<file path="config.mk">
export PLATFORM = sky130hd
export DESIGN_NAME = number_game_sequencer
export DESIGN_NICKNAME = d
export VERILOG_FILES = /design/src/rtl/number_game_sequencer.sv
export SDC_FILE = /design/constraint.sdc
export NUM_CORES = 1
export LEC_CHECK = 0
export CAP_MARGIN = 15
export CORE_AREA = 2 2 88 90
export DETAILED_ROUTE_END_ITERATION = 16
export DIE_AREA = 0 0 90 92
export PLACE_DENSITY_LB_ADDON = 0.25
export SETUP_SLACK_MARGIN = 0.02
export SLEW_MARGIN = 20
export SYNTH_ARGS = -nofsm -noshare
export SYNTH_HDL_FRONTEND = slang
export SYNTH_SLANG_ARGS = --single-unit
export TNS_END_PERCENT = 50
</file>
<file path="constraint.sdc">
create_clock -name clock -period 2.7 [get_ports clock]
set_clock_uncertainty 0.15 [all_clocks]
set_input_delay 0.675 -clock clock [delete_from_list [all_inputs] [get_ports clock]]
set_output_delay 0.675 -clock clock [all_outputs]
set_load 0.02 [all_outputs]
</file>
<file path="src/rtl/number_game_sequencer.sv">
// Round controller for the number game.
// It runs the game phases, the game-second tick, the countdowns and the score.
module number_game_sequencer #(
   parameter int TICK_N    = 50000000,
   parameter int PREP_SECS = 5
) (
   input  logic       clock,
   input  logic       resetn,
   input  logic       start,
   input  logic       abort,
   input  logic       hit,
   input  logic [6:0] goal_in,
   input  logic [3:0] diff_in,
   output logic [2:0] phase,
   output logic [2:0] prep_count,
   output logic [4:0] progress,
   output logic [6:0] score,
   output logic [6:0] goal,
   output logic       load_number
);

   localparam int CW = (TICK_N > 1) ? $clog2(TICK_N) : 1;
   localparam logic [CW-1:0] TICK_MAX = CW'(TICK_N - 1);
   localparam logic [2:0] PREP_V = 3'(PREP_SECS);

   typedef enum logic [2:0] {
      S_IDLE = 3'd0,
      S_PREP = 3'd1,
      S_PLAY = 3'd2,
      S_WIN  = 3'd3,
      S_LOSE = 3'd4
   } phase_e;

   phase_e        phase_q, phase_d;
   logic [2:0]    prep_q, prep_d;
   logic [4:0]    prog_q, prog_d;
   logic [6:0]    score_q, score_d;
   logic [6:0]    goal_q, goal_d;
   logic [3:0]    diff_q, diff_d;
   logic          load_q, load_d;
   logic [CW-1:0] cnt_q, cnt_d;

   logic          tick;
   logic [4:0]    limit;
   logic [6:0]    score_inc;
   logic [6:0]    goal_c;
   logic [3:0]    diff_c;

   assign tick      = (cnt_q == TICK_MAX);
   assign limit     = 5'd21 - {diff_q, 1'b0};
   assign score_inc = score_q + 7'd1;

   always_comb begin
      goal_c = goal_in;
      if (goal_in == 7'd0) begin
         goal_c = 7'd1;
      end else if (goal_in > 7'd99) begin
         goal_c = 7'd99;
      end
   end

   always_comb begin
      diff_c = diff_in;
      if (diff_in == 4'd0) begin
         diff_c = 4'd1;
      end else if (diff_in > 4'd10) begin
         diff_c = 4'd10;
      end
   end

   always_comb begin
      phase_d = phase_q;
      prep_d  = prep_q;
      prog_d  = prog_q;
      score_d = score_q;
      goal_d  = goal_q;
      diff_d  = diff_q;
      load_d  = 1'b0;
      cnt_d   = tick ? '0 : cnt_q + CW'(1);

      if (abort) begin
         phase_d = S_IDLE;
         prep_d  = 3'd0;
         prog_d  = 5'd0;
         score_d = 7'd0;
         cnt_d   = '0;
      end else begin
         unique case (phase_q)
            S_IDLE, S_WIN, S_LOSE: begin
               if (start) begin
                  goal_d  = goal_c;
                  diff_d  = diff_c;
                  score_d = 7'd0;
                  prep_d  = PREP_V;
                  cnt_d   = '0;
                  phase_d = S_PREP;
               end
            end
            S_PREP: begin
               if (tick) begin
                  if (prep_q > 3'd1) begin
                     prep_d = prep_q - 3'd1;
                  end else begin
                     prep_d  = 3'd0;
                     phase_d = S_PLAY;
                     prog_d  = limit;
                     cnt_d   = '0;
                     load_d  = 1'b1;
                  end
               end
            end
            S_PLAY: begin
               // a hit beats a timeout landing on the same edge
               if (hit) begin
                  score_d = score_inc;
                  if (score_inc >= goal_q) begin
                     phase_d = S_WIN;
                  end else begin
                     prog_d = limit;
                     cnt_d  = '0;
                     load_d = 1'b1;
                  end
               end else if (tick) begin
                  if (prog_q > 5'd1) begin
                     prog_d = prog_q - 5'd1;
                  end else begin
                     prog_d  = 5'd0;
                     phase_d = S_LOSE;
                  end
               end
            end
            default: begin
               phase_d = S_IDLE;
            end
         endcase
      end
   end

   always_ff @(posedge clock or negedge resetn) begin
      if (!resetn) begin
         phase_q <= S_IDLE;
         prep_q  <= 3'd0;
         prog_q  <= 5'd0;
         score_q <= 7'd0;
         goal_q  <= 7'd0;
         diff_q  <= 4'd1;
         load_q  <= 1'b0;
         cnt_q   <= '0;
      end else begin
         phase_q <= phase_d;
         prep_q  <= prep_d;
         prog_q  <= prog_d;
         score_q <= score_d;
         goal_q  <= goal_d;
         diff_q  <= diff_d;
         load_q  <= load_d;
         cnt_q   <= cnt_d;
      end
   end

   assign phase       = phase_q;
   assign prep_count  = prep_q;
   assign progress    = prog_q;
   assign score       = score_q;
   assign goal        = goal_q;
   assign load_number = load_q;

endmodule

</file>
==> run_results.csv, run 1 <==
group,metric,value,unit
outcome,status,"finished, violations left",
outcome,violations,"negative setup slack",
power,power_density,800,nW/µm²
worst_setup_path,crit_chain,"ha_4 > nand3_2 > nor2_2 > xor2_1 > ha_1 > and3_4 > a221o_1 > a31oi_4 > a22o_1 > or3_4 > a221o_1",
worst_setup_path,cp-start-kind,"flip-flop",
cells_and_area,fillers,714,
worst_setup_path,cp_common_cell,"a221o_1",
clock_network,clockBufferDepth,2,
clock_network,cts_hold_buf,0,
routing,post_drt_wl_per_cell,13.6,µm
worst_setup_path,r2r_slack,-0.15,ns
floorplan,die_h,92,µm
worst_setup_path,r2r_end,"phase[0]$_DFFE_PN0P_",
global_routing,grt_usage,17.7,%
worst_setup_path,crit_fanout,4,
yosys,yosys-top-cells-area,"dfrtp_1 (43%), nor2_1 (5.7%), xor2_1 (5.2%)",
clock_network,htree_levels,2,
yosys,ys_seq_area_share,44.2,%
worst_setup_path,reg2reg_depth,11,
sta,hold_violations,0,
floorplan,io_pins,42,
hold_path,hold_path.class,"primary input to asynchronous set/reset pin",
worst_setup_path,cpMaxStageDelayCell,"dfrtp_2",
yosys,synth_edf_count,0,
cells_and_area,multi_input_area,1760,µm²
cells_and_area,mostFrequentLayoutCell,"dfrtp_1",
sta,slew_headroom,66.6,%
yosys,synthCells,346,
floorplan,row_count,32,
power,vdd_ir_drop_max,362,µV
run,cap_violations,0,
sta,setup_violations,23,
yosys,syn-cell-area,3170,µm²
placement,hpwlAfterDp,5280,µm
cells_and_area,final_cell_mix,"dfrtp_1 (53), nor2_1 (47), clkdlybuf4s50_1 (40)",
routing,routed_via_density,5.22,
worst_setup_path,critPathCaptureType,"flip-flop",
placement,gp_congestion,0.964,
sta,min_period,2.85,ns
cells_and_area,syn2layout_area_growth,31.0,%
cells_and_area,diodes,0,
sta,tightest_slew,0.495,ns
clock_network,cts_tree,"built",
clock_network,cts-root-buf,"clkbuf_8",
worst_setup_path,r2r-start,"score[1]$_DFFE_PN0P_",
floorplan,start_util,42.6,%
sta,fmax,351,MHz
global_routing,grt_pass1_vias,2558,
clock_network,clk_latency,0.31,ns
placement,post-place-ws,-0.208,ns
worst_setup_path,crit_required,2.75,ns
sta,period_share,106,%
yosys,synth_top_area_share,43.4,%
sta,slew_violations,0,
placement,dpl_cell_area,3960,µm²
global_routing,grt_max_degree,34,
floorplan,die_area,8280,µm²
cells_and_area,drive_gt1_share,16.5,%
sta,setup_slack,-0.152,ns
routing,drt_pass1_iterations,5,
yosys,synthArstFlopShare,100,%
floorplan,fp.dieW,90,µm
worst_setup_path,worstSetupPathType,"flip-flop to flip-flop",
clock_network,cts_sinks,56,
sta,rsz0062_at_grt,"true",
yosys,yosysUniqueCellTypes,54,
cells_and_area,nets,452,
yosys,yosys.area.top_type,"dfrtp_1",
worst_setup_path,critPathMaxStageDelay,0.45,ns
clock_network,clk_pin_slew,0.11,ns
cells_and_area,finalInstanceArea,4160,µm²
placement,numPortBuffers,41,
worst_setup_path,arrival,2.90,ns
routing,dr.first_iter.drc_count,153,
routing,num_vias,2744,
yosys,yosysWarnings,0,
yosys,syn_nets,375,
routing,ant_nets,0,
sta,fin_setup_tns,-0.870,ns
routing,drc,0,
cells_and_area,seqCellArea,1410,µm²
power,leakage,0.00184,µW
yosys,ys_ff_latch,56,
global_routing,overflow,0,
power,p_total,3330,µW
global_routing,antenna_found_initial,0,
yosys,synth_flop_cell,"dfrtp_1",
global_routing,grt_pass1_wl,12200,µm
floorplan,core-area,7450,µm²
yosys,synth_area_per_cell,9.17,µm²
cells_and_area,fin_util,55.8,%
clock_network,cts_buffers,5,
routing,drt-total-wl,7160,µm
-- power by group --
group	internal [µW]	switching [µW]	total, µW	leakage (µW)
combinational	784	833	1620	0.00104
sequential	1010	216	1230	0.000745
clock	206	277	483	0.0000510
total	2000	1330	3330	0.00184
-- registers in the layout, summed over array words and instances, names as in the netlist --
signal / count
score: 7
phase: 3
progress: 5
goal: 7
prep_count: 3
load_number: 1
diff_q: 4
cnt_q: 26
-- cell type report --
cell class	instances	area share, %
clock buffers	6	1.99
clock inverters	2	0.241
flip-flops and latches	56	33.8
multi-input cells	266	42.4
repair buffers	77	16.9
well taps	102	3.07
inverters	17	1.54
-- how the worst max path moves through the flow --
stage | from | depth (start not counted) | slack, ns | to
final | score[1]$_DFFE_PN0P_ | 11 | -0.15 | phase[0]$_DFFE_PN0P_
after global routing | score[1]$_DFFE_PN0P_ | 11 | -0.27 | phase[1]$_DFFE_PN0P_
after CTS | score[1]$_DFFE_PN0P_ | 11 | -0.13 | phase[0]$_DFFE_PN0P_
after detailed placement | score[1]$_DFFE_PN0P_ | 12 | -0.21 | progress[2]$_DFFE_PN0P_
after global placement | score[1]$_DFFE_PN0P_ | 12 | -0.09 | progress[2]$_DFFE_PN0P_
after floorplan | score[0]$_DFFE_PN0P_ | 11 | -0.17 | phase[0]$_DFFE_PN0P_
-- cell usage after synthesis, drive strengths merged (2+ instances only) --
library cell	instances
a22o	6
o31ai	4
and3	7
nor3	11
o21bai	3
nand3	23
nand4	4
ha	13
nor3b	2
nand2	40
inv	17
nand2b	2
a211oi	3
buf	4
o21a	2
a221o	2
mux2	3
or3	2
xor2	19
nor2b	3
nor2	49
a21o	2
o21ai	22
nor4	2
a21oi	11
a32o	2
dfrtp	55
clkbuf	4
xnor2	13
-- repair_timing --
| item | 4_1_cts | 5_1_grt |
|---|---|---|
| setup buffers | 2 | 1 |
| setup endpoints to repair | 33 | 34 |
| pin swaps | 6 | 6 |
| resized for setup | 5 | 9 |
| cloned | 1 | 1 |
-- metrics by stage --
step / hold slack (ns) / instances
6_report: 0.187 / 526
4_1_cts: 0.194 / 524
2_1_floorplan: 0.229 / 346
5_1_grt: 0.214 / 526
3_5_place_dp: 0.331 / 513
3_3_place_gp: 0.318 / 513
-- worst max-delay path, delay by kind of cell (launching register included) --
kind | cells | cell delay [ns]
compound gates | 4 | 0.81
simple gates | 4 | 0.69
fa+ha+maj | 2 | 0.47
flops | 1 | 0.45
xor+xnor | 1 | 0.17
-- kinds of logic after synthesis --
kind of cell	share of synthesized area (%)
and+or+nand+nor	23.4
AOI/OAI and AO/OA	14.0
xor gates and xnor gates	8.83
buffers and inverters	3.31
muxes	1.06
adders and majority gates	5.13
DFF	44.2
-- routing by layer --
metal  track usage (%)  share of wire (%)  up-vias
met1              25.8                 49     1318
li1                  -                  -     1369
met4              4.74               0.61        0
met2              27.6                 47       53
met5                 0                  0        -
met3              2.71                3.2        4
No activity file was read; power rests on OpenSTA's default activity.
==> run 2, diff against run 1 <==
Settings changed: TNS_END_PERCENT 50 to unset.
==> run_results.csv, run 2 (synthesized netlist as in run 1, its figures left out) <==
group,metric,value,unit
floorplan,io_pins,42,
worst_setup_path,arrival,2.90,ns
clock_network,cts_tree,"built",
clock_network,htree_levels,2,
cells_and_area,top_register,"cnt_q",
clock_network,cts-root-buf,"clkbuf_8",
power,leakage,0.00184,µW
worst_setup_path,critPathCaptureType,"flip-flop",
cells_and_area,final_cell_mix,"dfrtp_1 (53), nor2_1 (47), clkdlybuf4s50_1 (40)",
global_routing,grt_pass1_vias,2555,
clock_network,clockBufferDepth,2,
worst_setup_path,cp-start-kind,"flip-flop",
global_routing,grt_usage,17.7,%
worst_setup_path,crit_required,2.75,ns
sta,setup_slack,-0.154,ns
worst_setup_path,crit_family,"compound AO/OA/AOI/OAI gates",
cells_and_area,syn2layout_area_growth,31.3,%
sta,fmax,350,MHz
placement,gp_congestion,0.964,
outcome,violations,"negative setup slack",
placement,post-place-ws,-0.208,ns
routing,drt_pass1_iterations,5,
power,power_density,802,nW/µm²
cells_and_area,mostFrequentLayoutCell,"dfrtp_1",
cells_and_area,drive_gt1_share,16.5,%
routing,ant_nets,0,
clock_network,cts_sinks,56,
sta,tightest_slew,0.625,ns
global_routing,grt_max_degree,34,
power,vdd_ir_drop_max,362,µV
floorplan,row_count,32,
worst_setup_path,cp_common_cell,"a221o_1",
worst_setup_path,worstSetupPathType,"flip-flop to flip-flop",
floorplan,core-area,7450,µm²
cells_and_area,fin_util,56.0,%
routing,post_drt_wl_per_cell,13.7,µm
sta,hold_violations,0,
floorplan,die_h,92,µm
placement,numPortBuffers,41,
run,cap_violations,0,
sta,setup_violations,28,
sta,period_share,106,%
routing,drt-total-wl,7210,µm
routing,num_vias,2738,
sta,slew_headroom,57.9,%
global_routing,overflow,0,
clock_network,clk_pin_slew,0.10,ns
outcome,status,"finished, violations left",
worst_setup_path,cpMaxStageDelayCell,"dfrtp_2",
global_routing,grt_pass1_wl,12200,µm
placement,hpwlAfterDp,5280,µm
clock_network,clk_latency,0.31,ns
sta,fin_setup_tns,-1.17,ns
sta,rsz0062_at_grt,"true",
floorplan,die_area,8280,µm²
floorplan,start_util,42.6,%
sta,min_period,2.85,ns
worst_setup_path,crit_chain,"ha_4 > nand3_2 > nor2_2 > xor2_1 > ha_1 > and3_4 > a221o_1 > a31oi_4 > a22o_1 > or3_4 > a221o_1",
sta,slew_violations,0,
floorplan,fp.dieW,90,µm
routing,drc,0,
cells_and_area,largest_reg_flops,26,
clock_network,cts_buffers,5,
routing,dr.first_iter.drc_count,149,
worst_setup_path,critPathMaxStageDelay,0.45,ns
worst_setup_path,crit_buf_inv,0,
power,p_total,3340,µW
routing,routed_via_density,5.21,
cells_and_area,nets,452,
cells_and_area,diodes,0,
hold_path,hold_path.class,"primary input to asynchronous set/reset pin",
worst_setup_path,crit_fanout,4,
global_routing,antenna_found_initial,0,
[run 2: cell counts in the layout (fill, tap and decap cells not counted)]
Identical to the previous run, type by type.
[run 2: layer usage]
| metal | part of all wire [%] | up-vias | GRT usage (%) | wire [µm] |
|---|---|---|---|---|
| met5 | 0 | - | 0 | 0 |
| met4 | 0.61 | 0 | 4.74 | 44 |
| met3 | 4.0 | 4 | 2.71 | 285 |
| met2 | 47 | 63 | 27.7 | 3380 |
| met1 | 49 | 1301 | 25.7 | 3500 |
| li1 | - | 1370 | - | - |
[run 2: through the flow]
| step | area, µm² | hold slack (ns) | cells |
|---|---|---|---|
| final | 4170 | 0.191 | 526 |
| after global placement | 3960 | 0.318 | 513 |
| after detailed placement | 3960 | 0.331 | 513 |
| after global routing | 4170 | 0.214 | 526 |
| after CTS | 4110 | 0.194 | 524 |
| after floorplan | 3220 | 0.229 | 346 |
[run 2: report_power, final]
group | switching (µW) | internal, µW | total [µW]
Combinational | 839 | 792 | 1630
Clock | 276 | 206 | 481
Sequential | 219 | 1010 | 1230
Total | 1330 | 2010 | 3340
[run 2: cell type report]
type,count,area (µm²)
Clock inverter,2,10.0
Timing Repair Buffer,77,703
Fill cell,713,3280
Sequential cell,56,1410
Clock buffer,6,82.6
Inverter,17,63.8
Multi-Input combinational cell,266,1780
Tap cell,102,128
[run 2: repair_timing]
action	4_1_cts	5_1_grt
setup endpoints to repair	33	34
hold buffers	0	0
resized for setup	5	11
pin swaps	6	6
cloned	1	1
setup buffers	2	1
[run 2: path summary, 6_finish.rpt]
kind                                            from                    end  slack (ns)  cells past startpoint
worst min register to register    cnt_q[0]$_DFF_PN0_     cnt_q[0]$_DFF_PN0_        0.34                      1
worst max-delay path            score[1]$_DFFE_PN0P_   phase[0]$_DFFE_PN0P_       -0.15                     11
min in group clock                cnt_q[0]$_DFF_PN0_     cnt_q[0]$_DFF_PN0_        0.34                      1
worst min-delay path                          resetn    cnt_q[18]$_DFF_PN0_        0.19                      2
max in group asynchronous                     resetn  diff_q[0]$_DFFE_PN1P_        1.81                      2
worst max register to register  score[1]$_DFFE_PN0P_   phase[0]$_DFFE_PN0P_       -0.15                     11
==> run 3, diff against run 2 <==
Settings changed: CTS_BUF_LIST set to sky130_fd_sc_hd__clkbuf_4 sky130_fd_sc_hd__clkbuf_8.
==> results of run 3 <==
Same layout as run 2: the final DEF is identical, and so are final timing and power.
==> variant 1: new RTL, config.mk and constraints of run 3 <==
Change the parameter `TICK_N` from 50000000 to 12500000.
--- a/src/rtl/number_game_sequencer.sv
+++ b/src/rtl/number_game_sequencer.sv
@@ -3,3 +3,3 @@
 module number_game_sequencer #(
-   parameter int TICK_N    = 50000000,
+   parameter int TICK_N    = 12500000,
    parameter int PREP_SECS = 5
Function: same outputs for any inputs over 10 cycles, from zero or initial values and one cycle with resetn low; that may be too few to reach the edited logic, so the function may still have changed.
==> variant 1 against run 3 <==
  * Die area stayed put
  * Sequential cell count fell by 2
  * Non-clock buffer count down 22
  * Global-route usage decreased by 1.2 points
  * Cell area down 7.1%
  * First-iteration DRC count is 15% lower
  * Power is 15% lower
  * Largest power group unchanged
  * Routed wire length is 9.8% lower
  * Setup slack improved by 0.32 ns
  * Area after synthesis is 3.0% lower
  * Critical path type unchanged
  * Synthesized cell count is 3.5% lower
  * Final cell count shrank 6.7%
  * Fmax rose by 13%
==> variant 1: results (changes against run 3) <==
Post-Synth Adder-Cell Area: 0.0602 (+0.00893)
Mapped Nets: 364 (-2.9%)
Clock power share: 0.164 (+0.020)
Synth cell types: 52 (-3.7%)
Vias per std cell: 5.15 (-0.97%)
PD cells: 731 mW/mm^2 (-8.8%)
Top delay family on crit path: simple AND/OR/NAND/NOR gates
Met3 usage: 0.0337 (+0.00657)
Post-layout nets: 418 (-7.5%)
P_seq: 0.00109 W (-11%)
Slew HR: 0.692 (+0.113)
R2r setup slk: 0.17 ns (+0.32 ns)
Post-synthesis sequential area ratio: 0.440 (-0.00243)
Worst r2r dst: cnt_q[14]$_DFF_PN0_
Met1 capacity usage during global routing: 0.217 (-0.0393)
Compound-Gate Fraction of Synth Area: 0.143 (+0.00277)
GRT met2 Usage: 0.276 (-0.000627)
Initial DRC Count: 126 (-15%)
Worst R2R Path Depth: 10 (-1)
Maximum VDD drop: 0.238 mV (-34%)
Fraction of layout cells with a size suffix above 1: 0.118 (-0.0468)
Vias in the first global route: 2462 (-3.6%)
Most frequent cells after synthesis: dfrtp_1 (53), nor2_1 (51), nand2_1 (25)
Worst hold margin: 0.131 ns (-0.0598 ns)
Hpwl dp: 4950 um (-6.3%)
CP Data Arrival Time: 2.63 ns (-0.27 ns)
Status: complete, no violations
Routed len/inst: 13.2 um (-3.3%)
CP Max Fanout: 19 (+15)
GRT Resource Usage Total: 0.165 (-0.0116)
Worst setup path start: score[0]$_DFFE_PN0P_
Leak: 1.63 nW (-11%)
[variant 1: cell count changes in the layout (fill, tap and decap cells not counted), sizes merged, moves of 3 or more]
cell	before	now
buf	37	15
nand2	40	25
nand3	23	18
a21oi	11	15
a31oi	1	4
and3	7	4
nand4	4	7
nor3	11	8
[variant 1: worst max path at each step]
stage	slack, ns	to
floorplan	0.04	cnt_q[16]$_DFF_PN0_
global placement	0.14	cnt_q[20]$_DFF_PN0_
detailed placement	0.06	cnt_q[20]$_DFF_PN0_
CTS	0.04	cnt_q[20]$_DFF_PN0_
global route	-0.005	progress[1]$_DFFE_PN0P_
finish	0.17	cnt_q[14]$_DFF_PN0_
[variant 1: per-layer routing]
metal | wire length [um] | vias up
li1 | - | 1274
met1 | 3050 | 1204
met2 | 3130 | 45
met3 | 225 | 8
met4 | 95 | 0
met5 | 0 | -
[variant 1: what timing repair did]
action                                  4_1_cts  5_1_grt
resized for setup                             0       12
buffers inserted                              0        1
endpoints found under the setup margin        0       30
[variant 1: kinds of logic after synthesis]
family,Yosys count
xor+xnor,30
simple gates,139
flops,54
mux,2
fa+ha+maj,15
buf+inv,27
compound gates,67
[variant 1: cell type report]
cell class	instances	area (um^2)
clock buffer	6	76.3
clock inverter	2	10.0
fill	714	3570
inverter	19	71.3
multi-input combinational	253	1680
sequential	54	1360
tap	102	128
timing repair buffer	55	547
[variant 1: through the flow]
stage	instances	instance area, um^2	TNS [ns]	setup slack, ns	utilization
after floorplan	334	3100	0	0.0405	-
after global placement	482	3720	0	0.137	0.499
after global routing	491	3870	-0.00521	-0.00521	0.520
final	491	3870	0	0.166	0.520
after detailed placement	482	3720	0	0.0560	0.499
after CTS	490	3810	0	0.0362	0.511
==> variant 2: new RTL, config.mk and constraints of run 3 <==
Made on the original files. Register the inputs `start`, `abort`, `hit`, `goal_in` and `diff_in` before use. The logic sees them one clock later.
--- a/src/rtl/number_game_sequencer.sv
+++ b/src/rtl/number_game_sequencer.sv
@@ -33,2 +33,16 @@
 
+   logic start_q;
+   logic abort_q;
+   logic hit_q;
+   logic [6:0] goal_r;
+   logic [3:0] diff_r;
+
+   always_ff @(posedge clock) begin
+      start_q <= start;
+      abort_q <= abort;
+      hit_q   <= hit;
+      goal_r  <= goal_in;
+      diff_r  <= diff_in;
+   end
+
    phase_e        phase_q, phase_d;
@@ -53,6 +67,6 @@
    always_comb begin
-      goal_c = goal_in;
-      if (goal_in == 7'd0) begin
+      goal_c = goal_r;
+      if (goal_r == 7'd0) begin
          goal_c = 7'd1;
-      end else if (goal_in > 7'd99) begin
+      end else if (goal_r > 7'd99) begin
          goal_c = 7'd99;
@@ -62,6 +76,6 @@
    always_comb begin
-      diff_c = diff_in;
-      if (diff_in == 4'd0) begin
+      diff_c = diff_r;
+      if (diff_r == 4'd0) begin
          diff_c = 4'd1;
-      end else if (diff_in > 4'd10) begin
+      end else if (diff_r > 4'd10) begin
          diff_c = 4'd10;
@@ -80,3 +94,3 @@
 
-      if (abort) begin
+      if (abort_q) begin
          phase_d = S_IDLE;
@@ -89,3 +103,3 @@
             S_IDLE, S_WIN, S_LOSE: begin
-               if (start) begin
+               if (start_q) begin
                   goal_d  = goal_c;
@@ -113,3 +127,3 @@
                // a hit beats a timeout landing on the same edge
-               if (hit) begin
+               if (hit_q) begin
                   score_d = score_inc;
Function: changed (a bounded check fails within 4 cycles, from zero or initial values and one cycle with resetn low).
==> variant 2 against run 3 <==
  * Area after synthesis grew 11%
  * Die area is the same
  * Sequential cell count grew 14
  * Setup slack gained 0.33 ns
  * Fmax grew 13%
  * Routed wire length grew 6.9%
  * Cell area grew 3.3%
  * Critical endpoint is now cnt_q[20]$_DFF_PN0_
  * Largest cell class unchanged
  * Highest routed layer unchanged
Power is not compared: it rests on default switching activity, and its combinational part moved more than twofold at a synthesized area within 25%.
==> variant 2: results (changes against run 3) <==
Status: complete, no violations
FFs w/ async S/R, synth: 0.800 (-0.200)
Initial DRC Count: 199 (+34%)
Most frequent cells after synthesis: dfrtp_1 (55), nor2_1 (52), nand2_1 (27)
Largest cells by area after synthesis: dfrtp_1 (39%), dfxtp_1 (8.0%), nor2_1 (5.5%), xor2_1 (5.2%), ha_1 (4.6%)
H-tree depth: 3 (+1)
Vias in the first global route: 2833 (+11%)
Yosys warns: 0 (unchanged)
Worst r2r dst: cnt_q[20]$_DFF_PN0_
Largest net degree at the start of global routing: 25 (-26%)
Worst hold margin: 0.162 ns (-0.0291 ns)
Tcrit/Tclk final: 0.933 (-0.124)
Dpl ws: 0.101 ns (+0.309 ns)
Worst-path clk slew: 0.07 ns (-0.03 ns)
Post-synthesis sequential area ratio: 0.478 (+0.0361)
Gpl congestion: 0.849 (-12%)
Total number of vias: 2863 (+4.6%)
Num CTS Buffers: 9 (+4)
Worst R2R Path Depth: 12 (+1)
DRT Wirelength: 7710 um (+6.9%)
Fraction of layout cells with a size suffix above 1: 0.104 (-0.0607)
CP Max Fanout: 16 (+12)
R2r setup slk: 0.18 ns (+0.33 ns)
Clk_lat worst skew: 0.34 ns (+0.03 ns)
Global-route wire length before repair: 13500 um (+10%)
Post-layout nets: 455 (+0.66%)
Slew HR: 0.476 (-0.102)
-- variant 2: layout make-up --
type | count | area, um^2
Sequential cell | 70 | 1690
Timing Repair Buffer | 53 | 508
Tap cell | 102 | 128
Clock buffer | 12 | 159
Inverter | 20 | 75.1
Clock inverter | 4 | 45.0
Multi-Input combinational cell | 272 | 1700
Fill cell | 685 | 3140
-- variant 2: stage by stage --
| step | std cells | area, um^2 |
|---|---|---|
| finish | 533 | 4300 |
| global route | 533 | 4300 |
| floorplan | 372 | 3530 |
| global placement | 517 | 4090 |
| detailed placement | 517 | 4090 |
| CTS | 533 | 4290 |
-- variant 2: cells by family (layout without fill, tap and decap cells) --
kind of cell / count (synthesis) / after routing / share of synthesized area
and+or+nand+nor: 152 / 152 / 0.217
AOI/OAI and AO/OA: 73 / 73 / 0.130
DFF: 70 / 70 / 0.478
xor gates and xnor gates: 32 / 32 / 0.0796
buffers and inverters: 30 / 89 / 0.0427
adders and majority gates: 13 / 13 / 0.0462
muxes: 2 / 2 / 0.00604
-- variant 2: layer usage --
metal | share of wire | vias to the layer above | wire [um] | global-route usage
met5 | 0 | - | 0 | 0
met4 | 0.010 | 0 | 77 | 0.0615
met3 | 0.033 | 8 | 251 | 0.0542
met2 | 0.51 | 51 | 3900 | 0.338
met1 | 0.45 | 1390 | 3480 | 0.258
li1 | - | 1414 | - | -
-- variant 2: critical path, delay by kind of cell (launching register included) --
| kind | cells | cell delay (ns) |
|---|---|---|
| fa+ha+maj | 2 | 0.49 |
| simple gates | 5 | 0.57 |
| flops | 1 | 0.45 |
| compound gates | 3 | 0.46 |
| buf+inv | 1 | 0.16 |
| xor+xnor | 1 | 0.17 |
-- variant 2: timing repair --
action,in CTS,in global routing
buffers inserted,0,0
setup endpoints to repair,0,21
hold endpoints to repair,0,0
resized for setup,0,2
